<file path="config.mk">
export PLATFORM = sky130hd
export DESIGN_NAME = norm_divider
export DESIGN_NICKNAME = d
export VERILOG_FILES = /design/src/rtl/norm_divider.sv
export SDC_FILE = /design/constraint.sdc
export NUM_CORES = 1
export LEC_CHECK = 0
export ABC_AREA = 1
export BUFFER_PORTS_ARGS = -buffer_cell sky130_fd_sc_hd__buf_4
export CAP_MARGIN = 0
export CORE_ASPECT_RATIO = 0.75
export CORE_MARGIN = 4
export CORE_UTILIZATION = 53
export CTS_CLUSTER_SIZE = 10
export DETAILED_ROUTE_END_ITERATION = 16
export PLACE_DENSITY = 0.76
export SYNTH_ARGS = -nofsm -noshare
export SYNTH_HDL_FRONTEND = slang
export SYNTH_SLANG_ARGS = --single-unit
</file>
<file path="constraint.sdc">
create_clock -name clk -period 6.1 [get_ports clk]
set_input_delay 1.22 -clock clk [delete_from_list [all_inputs] [get_ports clk]]
set_output_delay 1.22 -clock clk [all_outputs]
set_load 0.03 [all_outputs]
</file>
<file path="src/rtl/norm_divider.sv">
// Unsigned 32/32 divider: align divisor to the dividend, then restoring shift-subtract.
// Latency 2k+2 cycles (k = alignment shifts), 1 cycle for divide by zero; no backpressure, divrst restarts at any time.
// Result held with divdone high until the next divrst.
module norm_divider (
    input  logic        clk,
    input  logic        divrst,
    input  logic [31:0] a,
    input  logic [31:0] b,
    output logic [31:0] q,
    output logic [31:0] r,
    output logic [31:0] alb,
    output logic        divdone
);

    typedef enum logic [1:0] {
        ST_ALIGN = 2'd0,
        ST_DIV   = 2'd1,
        ST_DONE  = 2'd2
    } state_t;

    state_t      state_q, state_d;
    logic [31:0] a_q, a_d;
    logic [31:0] sb_q, sb_d;
    logic [31:0] rem_q, rem_d;
    logic [31:0] quo_q, quo_d;
    logic [5:0]  cnt_q, cnt_d;

    logic [31:0] sb_shl;
    logic        can_shift;
    logic        rem_ge;

    assign sb_shl    = {sb_q[30:0], 1'b0};
    assign can_shift = !sb_q[31] && (sb_shl <= a_q);
    assign rem_ge    = (rem_q >= sb_q);

    always_ff @(posedge clk) begin
        if (divrst) begin
            state_q <= ST_ALIGN;
            a_q     <= a;
            sb_q    <= b;
            rem_q   <= a;
            quo_q   <= 32'd0;
            cnt_q   <= 6'd0;
        end else begin
            state_q <= state_d;
            a_q     <= a_d;
            sb_q    <= sb_d;
            rem_q   <= rem_d;
            quo_q   <= quo_d;
            cnt_q   <= cnt_d;
        end
    end

    always_comb begin
        state_d = state_q;
        case (state_q)
            ST_ALIGN: begin
                if (sb_q == 32'd0) begin
                    state_d = ST_DONE;
                end else if (!can_shift) begin
                    state_d = ST_DIV;
                end
            end
            ST_DIV: begin
                if (cnt_q == 6'd0) begin
                    state_d = ST_DONE;
                end
            end
            default: state_d = state_q;
        endcase
    end

    always_comb begin
        a_d   = a_q;
        sb_d  = sb_q;
        rem_d = rem_q;
        quo_d = quo_q;
        cnt_d = cnt_q;
        case (state_q)
            ST_ALIGN: begin
                // Zero divisor: all-ones quotient, dividend as remainder.
                if (sb_q == 32'd0) begin
                    quo_d = 32'hFFFF_FFFF;
                    rem_d = a_q;
                end else if (can_shift) begin
                    sb_d  = sb_shl;
                    cnt_d = cnt_q + 6'd1;
                end
            end
            ST_DIV: begin
                if (rem_ge) begin
                    rem_d = rem_q - sb_q;
                    quo_d = {quo_q[30:0], 1'b1};
                end else begin
                    quo_d = {quo_q[30:0], 1'b0};
                end
                sb_d = {1'b0, sb_q[31:1]};
                if (cnt_q != 6'd0) begin
                    cnt_d = cnt_q - 6'd1;
                end
            end
            default: ;
        endcase
    end

    always_comb begin
        divdone = (state_q == ST_DONE);
        q       = divdone ? quo_q : 32'd0;
        r       = divdone ? rem_q : 32'd0;
        alb     = sb_q;
    end

endmodule

</file>
Word level (Yosys, flattened, before mapping)
Cells that the tools add are included.
{"block": "totals", "register_bits": 136, "in_bits": 66, "out_inout_bits": 97, "wordCells": 57}
{"block": "classes", "add_sub_neg": 3, "magnitude_cmp": 2, "n_eq_ne": 12, "muxes": 21, "n_reduce_logical": 13}
{"operator": "$mux W32", "n": 9}
{"operator": "$pmux W32 S2", "n": 3}
{"operator": "$ge A32 B32 Y1", "n": 1}
{"operator": "$le A32 B32 Y1", "n": 1}
{"operator": "$logic_not A32 Y1", "n": 1}
{"operator": "$sub A32 B32 Y32", "n": 1}
{"operator": "$mux W6", "n": 3}
{"operator": "$ne A3 B3 Y1 const B", "n": 5}
{"operator": "$pmux W6 S2", "n": 1}
{"operator": "$ne A2 B2 Y1 const B", "n": 5}
{"operator": "$reduce_and A3 Y1", "n": 3}
{"operator": "$add A6 B1 Y6 const B", "n": 1}
{"operator": "$logic_not A6 Y1", "n": 1}
{"operator": "$mux W2", "n": 3}
{"operator": "$reduce_bool A6 Y1", "n": 1}
{"operator": "$sub A6 B1 Y6 const B", "n": 1}
{"operator": "$pmux W2 S2", "n": 1}
{"operator": "$reduce_and A4 Y1", "n": 1}
{"operator": "$reduce_bool A3 Y1", "n": 1}
{"operator": "$eq A2 B1 Y1 const B", "n": 1}
{"operator": "$eq A2 B2 Y1 const B", "n": 1}
{"operator": "$logic_not A2 Y1", "n": 1}
{"operator": "$reduce_and A2 Y1", "n": 1}
{"operator": "$reduce_bool A2 Y1", "n": 1}
{"operator": "3 further kinds", "n": 3}

Depth between registers and ports, before layout
Gate-level depths: netlist (run 1).
{"block": "logic_depth", "word_depth": 6, "ltp_mapped": 17, "depth_no_buf": 17}

Least setup slack after synthesis (run 1)
Ideal clock, no wire load.
{"block": "synth_timing", "kind": "input-to-reg", "startpoint": "input port divrst", "endpoint": "register rem_q[0] (enable)", "setup_time_ps": 478, "arrival_ps": 2681, "t_required_ps": 5622, "setup_slack_ps": 2941, "path_stages": 5, "path_buffers": 3, "cell_sequence": "clkbuf_1 inv_2 clkbuf_1 buf_1 nand2_1"}
{"block": "synth_between", "elab_chain_cells": 2, "word_cells_on_any_way": 4, "classes_between": "eq/ne (2); reduce/logical (2)"}
{"element": "start, declared", "line_no": "6", "rtl": "input logic divrst,"}
{"element": "$ne A3 B3 Y1 (no line) or $reduce_bool A3 Y1 (tied branches)"}
{"element": "$reduce_and A3 Y1 (no line) *"}
{"element": "end signal, assigned", "line_no": "48", "rtl": "rem_q <= rem_d;"}
{"element": "end, declared", "line_no": "24", "rtl": "logic [31:0] rem_q, rem_d;"}
Every way passes the cells marked *; elsewhere a longest branch is shown, timed or not.
A chain may end at the register's enable or synchronous reset.

Final worst setup path (run 1)
{"block": "layout_timing", "startpoint": "register state_q[1]", "endpoint": "output port q[3]"}
{"block": "layout_between", "elab_chain_cells": 2}
{"element": "start, declared", "line_no": "21", "rtl": "state_t state_q, state_d;"}
{"element": "start signal, assigned", "line_no": "45", "rtl": "state_q <= state_d;"}
{"element": "$eq A2 B2 Y1", "line_no": "107", "rtl": "divdone = (state_q == ST_DONE);"}
{"element": "$mux W32", "line_no": "108", "rtl": "q = divdone ? quo_q : 32'd0;"}
{"element": "end, declared", "line_no": "9", "rtl": "output logic [31:0] q,"}
Every way passes these cells.

==> flow_metrics.env, run 1 <==
export IMPL_required_ps=4880
export IMPL_ir_drop_mv=0.261
export IMPL_synth_distinct_cells=45
export IMPL_ys_warn_count=0
export IMPL_cts_buffers=17
export IMPL_grt_usage_pct=27.0
export IMPL_criticalPathCategory="reg2out"
export IMPL_tns_ps=0
export IMPL_syn_num_nets=1438
export IMPL_period_needed_ps=3610
export IMPL_yosysSeqAreaShare_pct=38.7
export IMPL_final_nets=1576
export IMPL_clock_sinks=136
export IMPL_wl_met3_mm=2.05
export IMPL_dr_pass1_iters=5
export IMPL_yosys_register_bits=136
export IMPL_drt_met1_wl_mm=13.1
export IMPL_async_flop_share_pct=0
export IMPL_drt_iter0_drc=895
export IMPL_antennaDiodeCount=0
export IMPL_leakage_nw=5.59
export IMPL_core_area_mm2=0.0177
export IMPL_reg2regPathDepth=9
export IMPL_hold_path_class="reg2reg"
export IMPL_dp_worst_setup_slack_ps=2620
export IMPL_grt_pass1_vias=8567
export IMPL_port_buffers=162
export IMPL_vias_per_cell=5.30
export IMPL_cts_tree="built"
export IMPL_fp_row_count=42
export IMPL_grt_pass1_wl_mm=43.5
export IMPL_r2r_start="alb[19]$_DFFE_PP_"
export IMPL_ff2ff_setup_slack_ps=2640
export IMPL_arrival_ps=2390
export IMPL_clkTransAtPathRegs_ps=60
export IMPL_timing_rr_end="alb[18]$_DFFE_PP_"
export IMPL_die_h_um=124
export IMPL_path_max_fanout=64
export IMPL_cp_end_kind="primary output"
export IMPL_mostFrequentLayoutCells="nand2_1 (323), inv_1 (205), buf_4 (168)"
export IMPL_cts_hold_buf=0
export IMPL_die_w_um=163
export IMPL_top_layer_used="met4"
export IMPL_placedCellCount=1664
export IMPL_powerDensity_mw_per_mm2=538
export IMPL_final_common_cell="nand2_1"
export IMPL_dieArea_mm2=0.0202
export IMPL_area_growth_pct=20.1
export IMPL_fin_crit_sh_pct=59.3
export IMPL_hp_start="quo_q[0]$_SDFFE_PP0P_"
export IMPL_worstMarginPinSlew_ps=1160
export IMPL_clock_path_buffers=2
export IMPL_hold_viol_final=0
export IMPL_ctsResizeCount=0
export IMPL_start_kind="register"
export IMPL_drv_cap=0
export IMPL_grt_overflow_total=0
export IMPL_outcome="finished, final reports clean"
export IMPL_clkLatencyLatePin_ps=430
export IMPL_synth_edf_count=96
export IMPL_slew_viol_final=0
export IMPL_netlist_instances=1303
export IMPL_skew_ps=8.74
export IMPL_fmax_ghz=0.277
export IMPL_gp_congestion=0.936
export IMPL_postLayoutCoreUtil_pct=64.8
export IMPL_hpwlAfterDp_mm=19.8
export IMPL_setup_ws_ps=2490
export IMPL_holdPathStages=2
export IMPL_drt_total_wl_mm=26.9
export IMPL_critical_path_startpoint="state_q[1]$_SDFFE_PP0P_"
export IMPL_cts_setup_buffers=0
export IMPL_num_io_pins=163
export IMPL_antenna_found_initial=0
export IMPL_fin_cells=1696
export IMPL_post_route_cells_drive_above_1_share_pct=16.5
export IMPL_setup_viol_count_final=0
export IMPL_ant_nets=0
export IMPL_synth_main_ff_cell="edfxtp_1"
export IMPL_slew_headroom_pct=22.5
export IMPL_cts_htree_levels=4
export IMPL_wl_met2_mm=11.4
export IMPL_synth_area_per_cell_um2=7.31
export IMPL_cts_root_buffer="clkbuf_16"
export IMPL_post_drt_wl_per_cell_um=15.9
export IMPL_rsz0062_at_grt="false"
export IMPL_num_vias=8988
export IMPL_syn_area_mm2=0.00953
export IMPL_post_route_drc_count=0
export IMPL_start_util_pct=54.0
export IMPL_min_to="quo_q[0]$_SDFFE_PP0P_"
export IMPL_grt_max_degree=89
==> how the worst max path moves through the flow <==
stage                               end  depth (start not counted)
floorplan            rem_q[0]$_DFFE_PP_                          5
global placement    rem_q[15]$_DFFE_PP_                          3
CTS                                q[5]                          5
finish                             q[3]                          5
global route                       q[5]                          5
detailed placement  rem_q[17]$_DFFE_PP_                          3
==> critical path: stages, from the launching register on <==
cell and delay [ps]:
dfxtp_1 350, inv_1 290, nor2_1 120, inv_2 850, nor2_1 120, buf_4 230
==> per-stage QoR <==
stage | hold slack [ps] | power, mW | cell area (um2)
after global routing | 567 | 6.64 | 11400
after detailed placement | 516 | 5.05 | 10900
after global placement | 514 | 5.01 | 10900
after CTS | 525 | 6.11 | 11400
after floorplan | 477 | 4.06 | 9530
final | 519 | 6.16 | 11400
==> cells by family after synthesis <==
kind of cell	synth area share, %
buffers and inverters	11.3
XOR/XNOR	1.65
AO/OA/AOI/OAI	14.7
AND/OR/NAND/NOR	24.5
flip-flops	38.7
adder cells (fa/ha/maj)	9.22
==> where the power goes <==
group	internal, mW	leakage (nW)	switching, mW
clock	0.594	0.293	0.431
sequential	1.33	1.28	0.276
combinational	1.16	4.01	2.36
total	3.09	5.59	3.07
==> synthesized netlist by cell type, types with 2 or more instances <==
library cell  instances  area (um2)
o211ai_1             33         248
a21o_1                8        60.1
inv_2                15        56.3
nor2_1              161         604
dfxtp_1              40         801
ha_1                 67         838
o21ai_0              39         195
o21a_1                4        30.0
o31ai_1               2        15.0
o21bai_1              3        22.5
a31oi_1              33         206
xnor2_1               5        43.8
fa_1                  2        40.0
buf_1                 8        30.0
clkbuf_1             26        97.6
clkbuf_8              3        41.3
o21ai_2               3        26.3
nor2_2                2        12.5
xor2_1               13         114
a21oi_1              84         420
nand3_1              41         205
nand3_2               2        20.0
o21ai_1              15        75.1
nor3_1                7        35.0
inv_1               206         773
nand2_1             324        1220
nand2_2               7        43.8
nor4_1                4        25.0
buf_2                10        50.1
a21oi_2               4        35.0
edfxtp_1             96        2880
nand4_1              23         144
==> layer usage <==
metal  up-vias  GRT usage (%)
met5         -              0
met4         0           6.29
met3        31           5.56
met2       343           40.3
met1      4076           40.4
li1       4538              -
==> sequential cells by signal (all words and copies together), names as in the netlist <==
name,flops
alb,32
cnt_q,6
quo_q,32
rem_q,32
state_q,2
a_d,32
==> cell type report <==
type | instances | area (um2)
Fill cell | 1608 | 6210
Clock inverter | 14 | 134
Inverter | 222 | 835
Multi-Input combinational cell | 896 | 4780
Clock buffer | 18 | 450
Sequential cell | 136 | 3680
Timing Repair Buffer | 168 | 1260
Tap cell | 242 | 303
(Power assumes the default switching activity.)
==> inputs of run 2 (changes only) <==
==> config.mk (replaced) <==
export PLATFORM = sky130hd
export DESIGN_NAME = norm_divider
export DESIGN_NICKNAME = d
export VERILOG_FILES = /design/src/rtl/norm_divider.sv
export SDC_FILE = /design/constraint.sdc
export NUM_CORES = 1
export LEC_CHECK = 0
export ABC_AREA = 0
export BUFFER_PORTS_ARGS = -buffer_cell sky130_fd_sc_hd__buf_4
export CAP_MARGIN = 0
export CORE_ASPECT_RATIO = 0.75
export CORE_MARGIN = 4
export CORE_UTILIZATION = 51
export CTS_CLUSTER_SIZE = 10
export DETAILED_ROUTE_END_ITERATION = 16
export PLACE_DENSITY = 0.77
export SYNTH_ARGS = -nofsm -noshare
export SYNTH_HDL_FRONTEND = slang
export SYNTH_SLANG_ARGS = --single-unit
==> constraint.sdc (replaced) <==
create_clock -name clk -period 3.06 [get_ports clk]
set_input_delay 0.612 -clock clk [delete_from_list [all_inputs] [get_ports clk]]
set_output_delay 0.612 -clock clk [all_outputs]
set_load 0.03 [all_outputs]
==> run 2 against run 1 <==
Against the previous run: total power is 130% higher; highest routed layer is now met5; worst setup slack worse by 2500 ps; hold slack worse by 150 ps; combinational power is 140% higher; critical endpoint is now rem_q[8]$_DFFE_PP_; global-route usage is 1.6 points lower; largest cell class unchanged; first-iteration DRC count is 13% higher.
==> flow_metrics.env, run 2 <==
export IMPL_dp_worst_setup_slack_ps=10.3
export IMPL_slew_viol_final=0
export IMPL_cts_root_buffer="clkbuf_16"
export IMPL_mostFrequentLayoutCells="buf_4 (201), edfxtp_1 (96), a21oi_1 (89), nand2_1 (89), inv_1 (81)"
export IMPL_ant_nets=0
export IMPL_dr_pass1_iters=6
export IMPL_post_route_cells_drive_above_1_share_pct=25.1
export IMPL_drv_cap=0
export IMPL_syn_area_mm2=0.00892
export IMPL_vias_per_cell=5.87
export IMPL_synth_top_area_share_pct=32.3
export IMPL_clock_path_buffers=2
export IMPL_synth_xor_area_share_pct=2.55
export IMPL_start_kind="register"
export IMPL_area_growth_pct=26.5
export IMPL_hold_viol_final=0
export IMPL_synthAdderAreaFrac_pct=9.84
export IMPL_power_total_mw=13.9
export IMPL_grt_usage_pct=25.4
export IMPL_synth_common_cells="edfxtp_1 (96), a21oi_1 (91), nand2_1 (89)"
export IMPL_leakage_nw=5.13
export IMPL_synth_simple_gate_area_share_pct=17.1
export IMPL_core_area_mm2=0.0170
export IMPL_slew_headroom_pct=50.6
export IMPL_cp_end_kind="register"
export IMPL_synth_main_ff_cell="edfxtp_1"
export IMPL_ys_warn_count=0
export IMPL_criticalPathCategory="reg2reg"
export IMPL_grt_overflow_total=0
export IMPL_final_nets=1292
export IMPL_synth_area_leaders="edfxtp_1 (32%), ha_1 (9.4%), dfxtp_1 (9.0%), a21oi_1 (5.1%), and2_1 (4.6%)"
export IMPL_die_h_um=123
export IMPL_num_vias=8251
export IMPL_required_ps=3220
export IMPL_setup_viol_count_final=0
export IMPL_powerDensity_mw_per_mm2=1230
export IMPL_clkLatencyLatePin_ps=430
export IMPL_yosys_area_top_type="edfxtp_1"
export IMPL_netlist_instances=981
export IMPL_grt_max_degree=96
export IMPL_cts_htree_levels=4
export IMPL_path_max_fanout=8
export IMPL_final_common_cell="buf_4"
export IMPL_setup_ws_ps=29.8
export IMPL_worstMarginPinSlew_ps=736
export IMPL_grt_pass1_wl_mm=39.7
export IMPL_antenna_found_initial=1
export IMPL_dieArea_mm2=0.0197
export IMPL_syn_num_nets=1116
export IMPL_antennaDiodeCount=0
export IMPL_drt_total_wl_mm=26.1
export IMPL_drt_iter0_drc=1014
export IMPL_hpwlAfterDp_mm=18.8
export IMPL_synth_edf_count=96
export IMPL_ir_drop_mv=0.558
export IMPL_port_buffers=162
export IMPL_num_io_pins=163
export IMPL_tns_ps=0
export IMPL_cts_tree="built"
export IMPL_synth_compound_area_share_pct=22.6
export IMPL_fin_crit_sh_pct=99.0
export IMPL_cts_buffers=17
export IMPL_yosysMostFrequentCell="edfxtp_1"
export IMPL_clock_sinks=136
export IMPL_gp_congestion=0.881
export IMPL_synth_top_family_by_area="compound AO/OA/AOI/OAI gates"
export IMPL_fp_row_count=41
export IMPL_yosysSeqAreaShare_pct=41.3
export IMPL_yosys_register_bits=136
export IMPL_async_flop_share_pct=0
export IMPL_cts_hold_buf=0
export IMPL_rsz0062_at_grt="true"
export IMPL_start_util_pct=52.6
export IMPL_synth_area_per_cell_um2=9.10
export IMPL_outcome="finished, final reports clean"
export IMPL_period_needed_ps=3030
export IMPL_post_route_drc_count=0
export IMPL_die_w_um=161
export IMPL_clkTransAtPathRegs_ps=60
export IMPL_synth_distinct_cells=64
export IMPL_fmax_ghz=0.330
export IMPL_place_area_mm2=0.0106
export IMPL_muxShareOfSynthArea_pct=0.939
export IMPL_hold_path_class="in2reg"
export IMPL_post_drt_wl_per_cell_um=18.6
export IMPL_arrival_ps=3190
export IMPL_postLayoutCellArea_mm2=0.0113
export IMPL_grt_pass1_vias=7572
export IMPL_skew_ps=9.64
[run 2: cell types whose count changed after synthesis, moves of 24 or more]
cell / previous run / this run
a31oi_1: 33 / 9
and2_1: 0 / 66
inv_1: 206 / 82
nand2_1: 324 / 89
nand3_1: 41 / 11
nor2_1: 161 / 73
o211ai_1: 33 / 8
o21ai_0: 39 / 70
o221a_2: 0 / 31
[run 2: timing repair]
item | in CTS | in global routing
hold endpoints to repair | 0 | 0
pin swaps | 1 | 6
buffers inserted | 0 | 3
gates resized for setup | 0 | 7
setup endpoints to repair | 32 | 59
cloned | 1 | 2
[run 2: metal layers]
| metal | vias to the layer above | part of all wire, % | global-route usage, % |
|---|---|---|---|
| li1 | 3918 | - | - |
| met4 | 2 | 1.6 | 7.14 |
| met5 | - | 0.050 | 0 |
| met3 | 39 | 11 | 6.81 |
| met1 | 3878 | 45 | 37.0 |
| met2 | 414 | 43 | 37.4 |
[run 2: report_power, final]
| part | total, mW | internal [mW] | switching, mW | leakage (nW) |
|---|---|---|---|---|
| Sequential | 3.35 | 2.82 | 0.529 | 1.30 |
| Combinational | 8.54 | 3.40 | 5.14 | 3.54 |
| Clock | 1.98 | 1.19 | 0.784 | 0.285 |
[run 2: area by class of cell]
class,count,area (um2)
fillers,1375,5690
flip-flops and latches,136,3680
well taps,236,295
clock buffers,26,532
repair buffers,205,1590
clock inverters,6,35.0
multi-input cells,713,4840
inverters,84,315
[run 2: worst max-delay path, stage by stage (launching register included)]
cell and delay, ps:
edfxtp_1 370, inv_1 80, ha_2 190, inv_2 40
fa_2 350, a21oi_2 180, o211ai_1 140, nand3b_1 180
a21oi_2 70, or3_4 340, a211o_4 380, a211o_4 440
[run 2: cells by family after synthesis]
logic type                 count (synthesis)
AOI/OAI and AO/OA                        298
and+or+nand+nor                          309
muxes                                      8
buffers and inverters                    135
xor gates and xnor gates                  26
adders and majority gates                 69
DFF                                      136
[run 2: path summary, 6_finish.rpt]
kind	from	endpoint	slack, ps	cells past startpoint
max	rem_q[0]$_DFFE_PP_	rem_q[8]$_DFFE_PP_	30	11
max reg2reg	rem_q[0]$_DFFE_PP_	rem_q[8]$_DFFE_PP_	30	11
min reg2reg	cnt_q[3]$_SDFFE_PP0P_	cnt_q[3]$_SDFFE_PP0P_	540	2
min	a[27]	a_d[27]$_DFFE_PP_	360	1
[run 2: through the flow]
step	hold WS, ps	std cells	util [%]
global placement	467	1368	62.6
floorplan	458	981	-
finish	365	1406	66.5
detailed placement	495	1368	62.6
CTS	353	1401	66.0
global route	357	1406	66.5
==> inputs of run 3 (changes only) <==
--- a/config.mk
+++ b/config.mk
@@ -8,12 +8,14 @@
 export ABC_AREA = 0
 export BUFFER_PORTS_ARGS = -buffer_cell sky130_fd_sc_hd__buf_4
 export CAP_MARGIN = 0
+export CELL_PAD_IN_SITES_DETAIL_PLACEMENT = 1
+export CELL_PAD_IN_SITES_GLOBAL_PLACEMENT = 1
 export CORE_ASPECT_RATIO = 0.75
 export CORE_MARGIN = 4
-export CORE_UTILIZATION = 51
+export CORE_UTILIZATION = 39
 export CTS_CLUSTER_SIZE = 10
 export DETAILED_ROUTE_END_ITERATION = 16
-export PLACE_DENSITY = 0.77
+export PLACE_DENSITY_LB_ADDON = 0.1
 export SYNTH_ARGS = -nofsm -noshare
 export SYNTH_HDL_FRONTEND = slang
 export SYNTH_SLANG_ARGS = --single-unit
==> run 3 against run 2 <==
Against the previous run: sequential cell count is the same; sequential share of layout area is 0.44 points lower; critical path depth stayed put; cell area increased by 1.4%.
==> flow_metrics.env, run 3 (same netlist as run 2, synthesis figures left out) <==
export IMPL_antenna_found_initial=0
export IMPL_drt_total_wl_mm=30.0
export IMPL_cp_end_kind="register"
export IMPL_die_h_um=139
export IMPL_start_util_pct=40.0
export IMPL_ir_drop_mv=0.568
export IMPL_area_growth_pct=28.2
export IMPL_port_buffers=162
export IMPL_num_io_pins=163
export IMPL_grt_pass1_vias=8176
export IMPL_required_ps=3220
export IMPL_post_route_drc_count=0
export IMPL_dr_pass1_iters=5
export IMPL_skew_ps=11.0
export IMPL_post_drt_wl_per_cell_um=20.5
export IMPL_hpwlAfterDp_mm=21.8
export IMPL_max_stage_delay_ps=440
export IMPL_slew_viol_final=0
export IMPL_die_w_um=183
export IMPL_clock_sinks=136
export IMPL_postLayoutCellArea_mm2=0.0114
export IMPL_power_total_mw=14.4
export IMPL_ant_nets=0
export IMPL_post_route_cells_drive_above_1_share_pct=25.7
export IMPL_criticalPathCategory="reg2reg"
export IMPL_rsz0062_at_grt="true"
export IMPL_final_common_cell="buf_4"
export IMPL_mostFrequentLayoutCells="buf_4 (204), edfxtp_1 (96), a21oi_1 (89), nand2_1 (89), inv_1 (80)"
export IMPL_slew_headroom_pct=37.2
export IMPL_clkLatencyLatePin_ps=430
export IMPL_cts_buffers=17
export IMPL_path_delay_family="compound AO/OA/AOI/OAI gates"
export IMPL_grt_overflow_total=0
export IMPL_leakage_nw=5.16
export IMPL_postLayoutCoreUtil_pct=51.3
export IMPL_drt_iter0_drc=592
export IMPL_fmax_ghz=0.330
export IMPL_cts_root_buffer="clkbuf_16"
export IMPL_n_fill_cell=2614
export IMPL_outcome="finished, final reports clean"
export IMPL_fin_crit_sh_pct=98.9
export IMPL_vias_per_cell=5.58
export IMPL_grt_max_degree=89
export IMPL_gp_congestion=0.843
export IMPL_period_needed_ps=3030
export IMPL_clock_path_buffers=2
export IMPL_core_area_mm2=0.0223
export IMPL_dieArea_mm2=0.0254
export IMPL_start_kind="register"
export IMPL_final_nets=1294
export IMPL_seqCellArea_mm2=0.00368
export IMPL_cts_tree="built"
export IMPL_cts_htree_levels=4
export IMPL_drv_cap=0
export IMPL_num_vias=8183
export IMPL_powerDensity_mw_per_mm2=1260
export IMPL_grt_usage_pct=22.9
export IMPL_setup_viol_count_final=0
export IMPL_fp_row_count=47
export IMPL_critical_path_buf_inv_count=2
export IMPL_worstPathCellList="inv_2 -> ha_4 -> inv_2 -> fa_2 -> a21oi_4 -> o211ai_1 -> nand3b_1 -> a21oi_2 -> or3_4 -> a211o_4 -> a211o_4"
export IMPL_multi_input_area_mm2=0.00486
export IMPL_worstMarginPinSlew_ps=942
export IMPL_clkTransAtPathRegs_ps=60
export IMPL_hold_path_class="in2reg"
export IMPL_antennaDiodeCount=0
export IMPL_cp_slowest_cell="a211o_4"
export IMPL_place_area_mm2=0.0107
export IMPL_hold_viol_final=0
export IMPL_arrival_ps=3190
export IMPL_grt_pass1_wl_mm=46.1
export IMPL_path_max_fanout=8
## run 3: stage by stage
step / setup slack [ps] / setup TNS, ps / hold WS (ps) / instances
floorplan: -46.9 / -1500 / 458 / 981
global placement: 37.2 / 0 / 472 / 1425
detailed placement: -72.1 / -2270 / 487 / 1425
CTS: 18.7 / 0 / 348 / 1458
global route: -88.8 / -2480 / 345 / 1466
finish: 32.8 / 0 / 362 / 1466
## run 3: final timing paths
kind / end / slack (ps) / cells past startpoint / start
setup / recovery: rem_q[14]$_DFFE_PP_ / 30 / 11 / rem_q[0]$_DFFE_PP_
hold / removal: a_d[27]$_DFFE_PP_ / 360 / 1 / a[27]
setup reg to reg: rem_q[14]$_DFFE_PP_ / 30 / 11 / rem_q[0]$_DFFE_PP_
hold reg to reg: cnt_q[5]$_SDFFE_PP0P_ / 490 / 2 / cnt_q[5]$_SDFFE_PP0P_
## run 3: power breakdown
part	switching (mW)	internal, mW	leakage [nW]
sequential	0.549	2.82	1.30
clock	0.810	1.34	0.309
combinational	5.39	3.46	3.55
## run 3: worst reg2reg max path, delay by kind of cell (launching register included)
kind	cells	cell delay, ps
AND/OR/NAND/NOR	2	520
adder cells (fa/ha/maj)	2	510
buffers and inverters	2	130
AO/OA/AOI/OAI	5	1190
flip-flops	1	400
## run 3: routing by layer
| metal | up-vias | track usage (%) | share of wire (%) |
|---|---|---|---|
| li1 | 3918 | - | - |
| met1 | 4053 | 34.5 | 50 |
| met2 | 194 | 34.4 | 44 |
| met3 | 18 | 4.43 | 5.8 |
| met4 | 0 | 4.34 | 0.95 |
| met5 | - | 0 | 0 |
## run 3: what timing repair did
action / in CTS / in global routing
gates cloned: 1 / 2
gates resized for setup: 1 / 12
setup buffers: 0 / 6
pin swaps: 1 / 9
hold buffers: 0 / 0
setup endpoints to repair: 32 / 36
## run 3: cell type report
type | instances | share of cell area (%)
clock inverters | 6 | 0.470
inverters | 84 | 2.76
well taps | 294 | 3.22
clock buffers | 26 | 4.92
flip-flops and latches | 136 | 32.2
repair buffers | 207 | 13.9
multi-input cells | 713 | 42.5
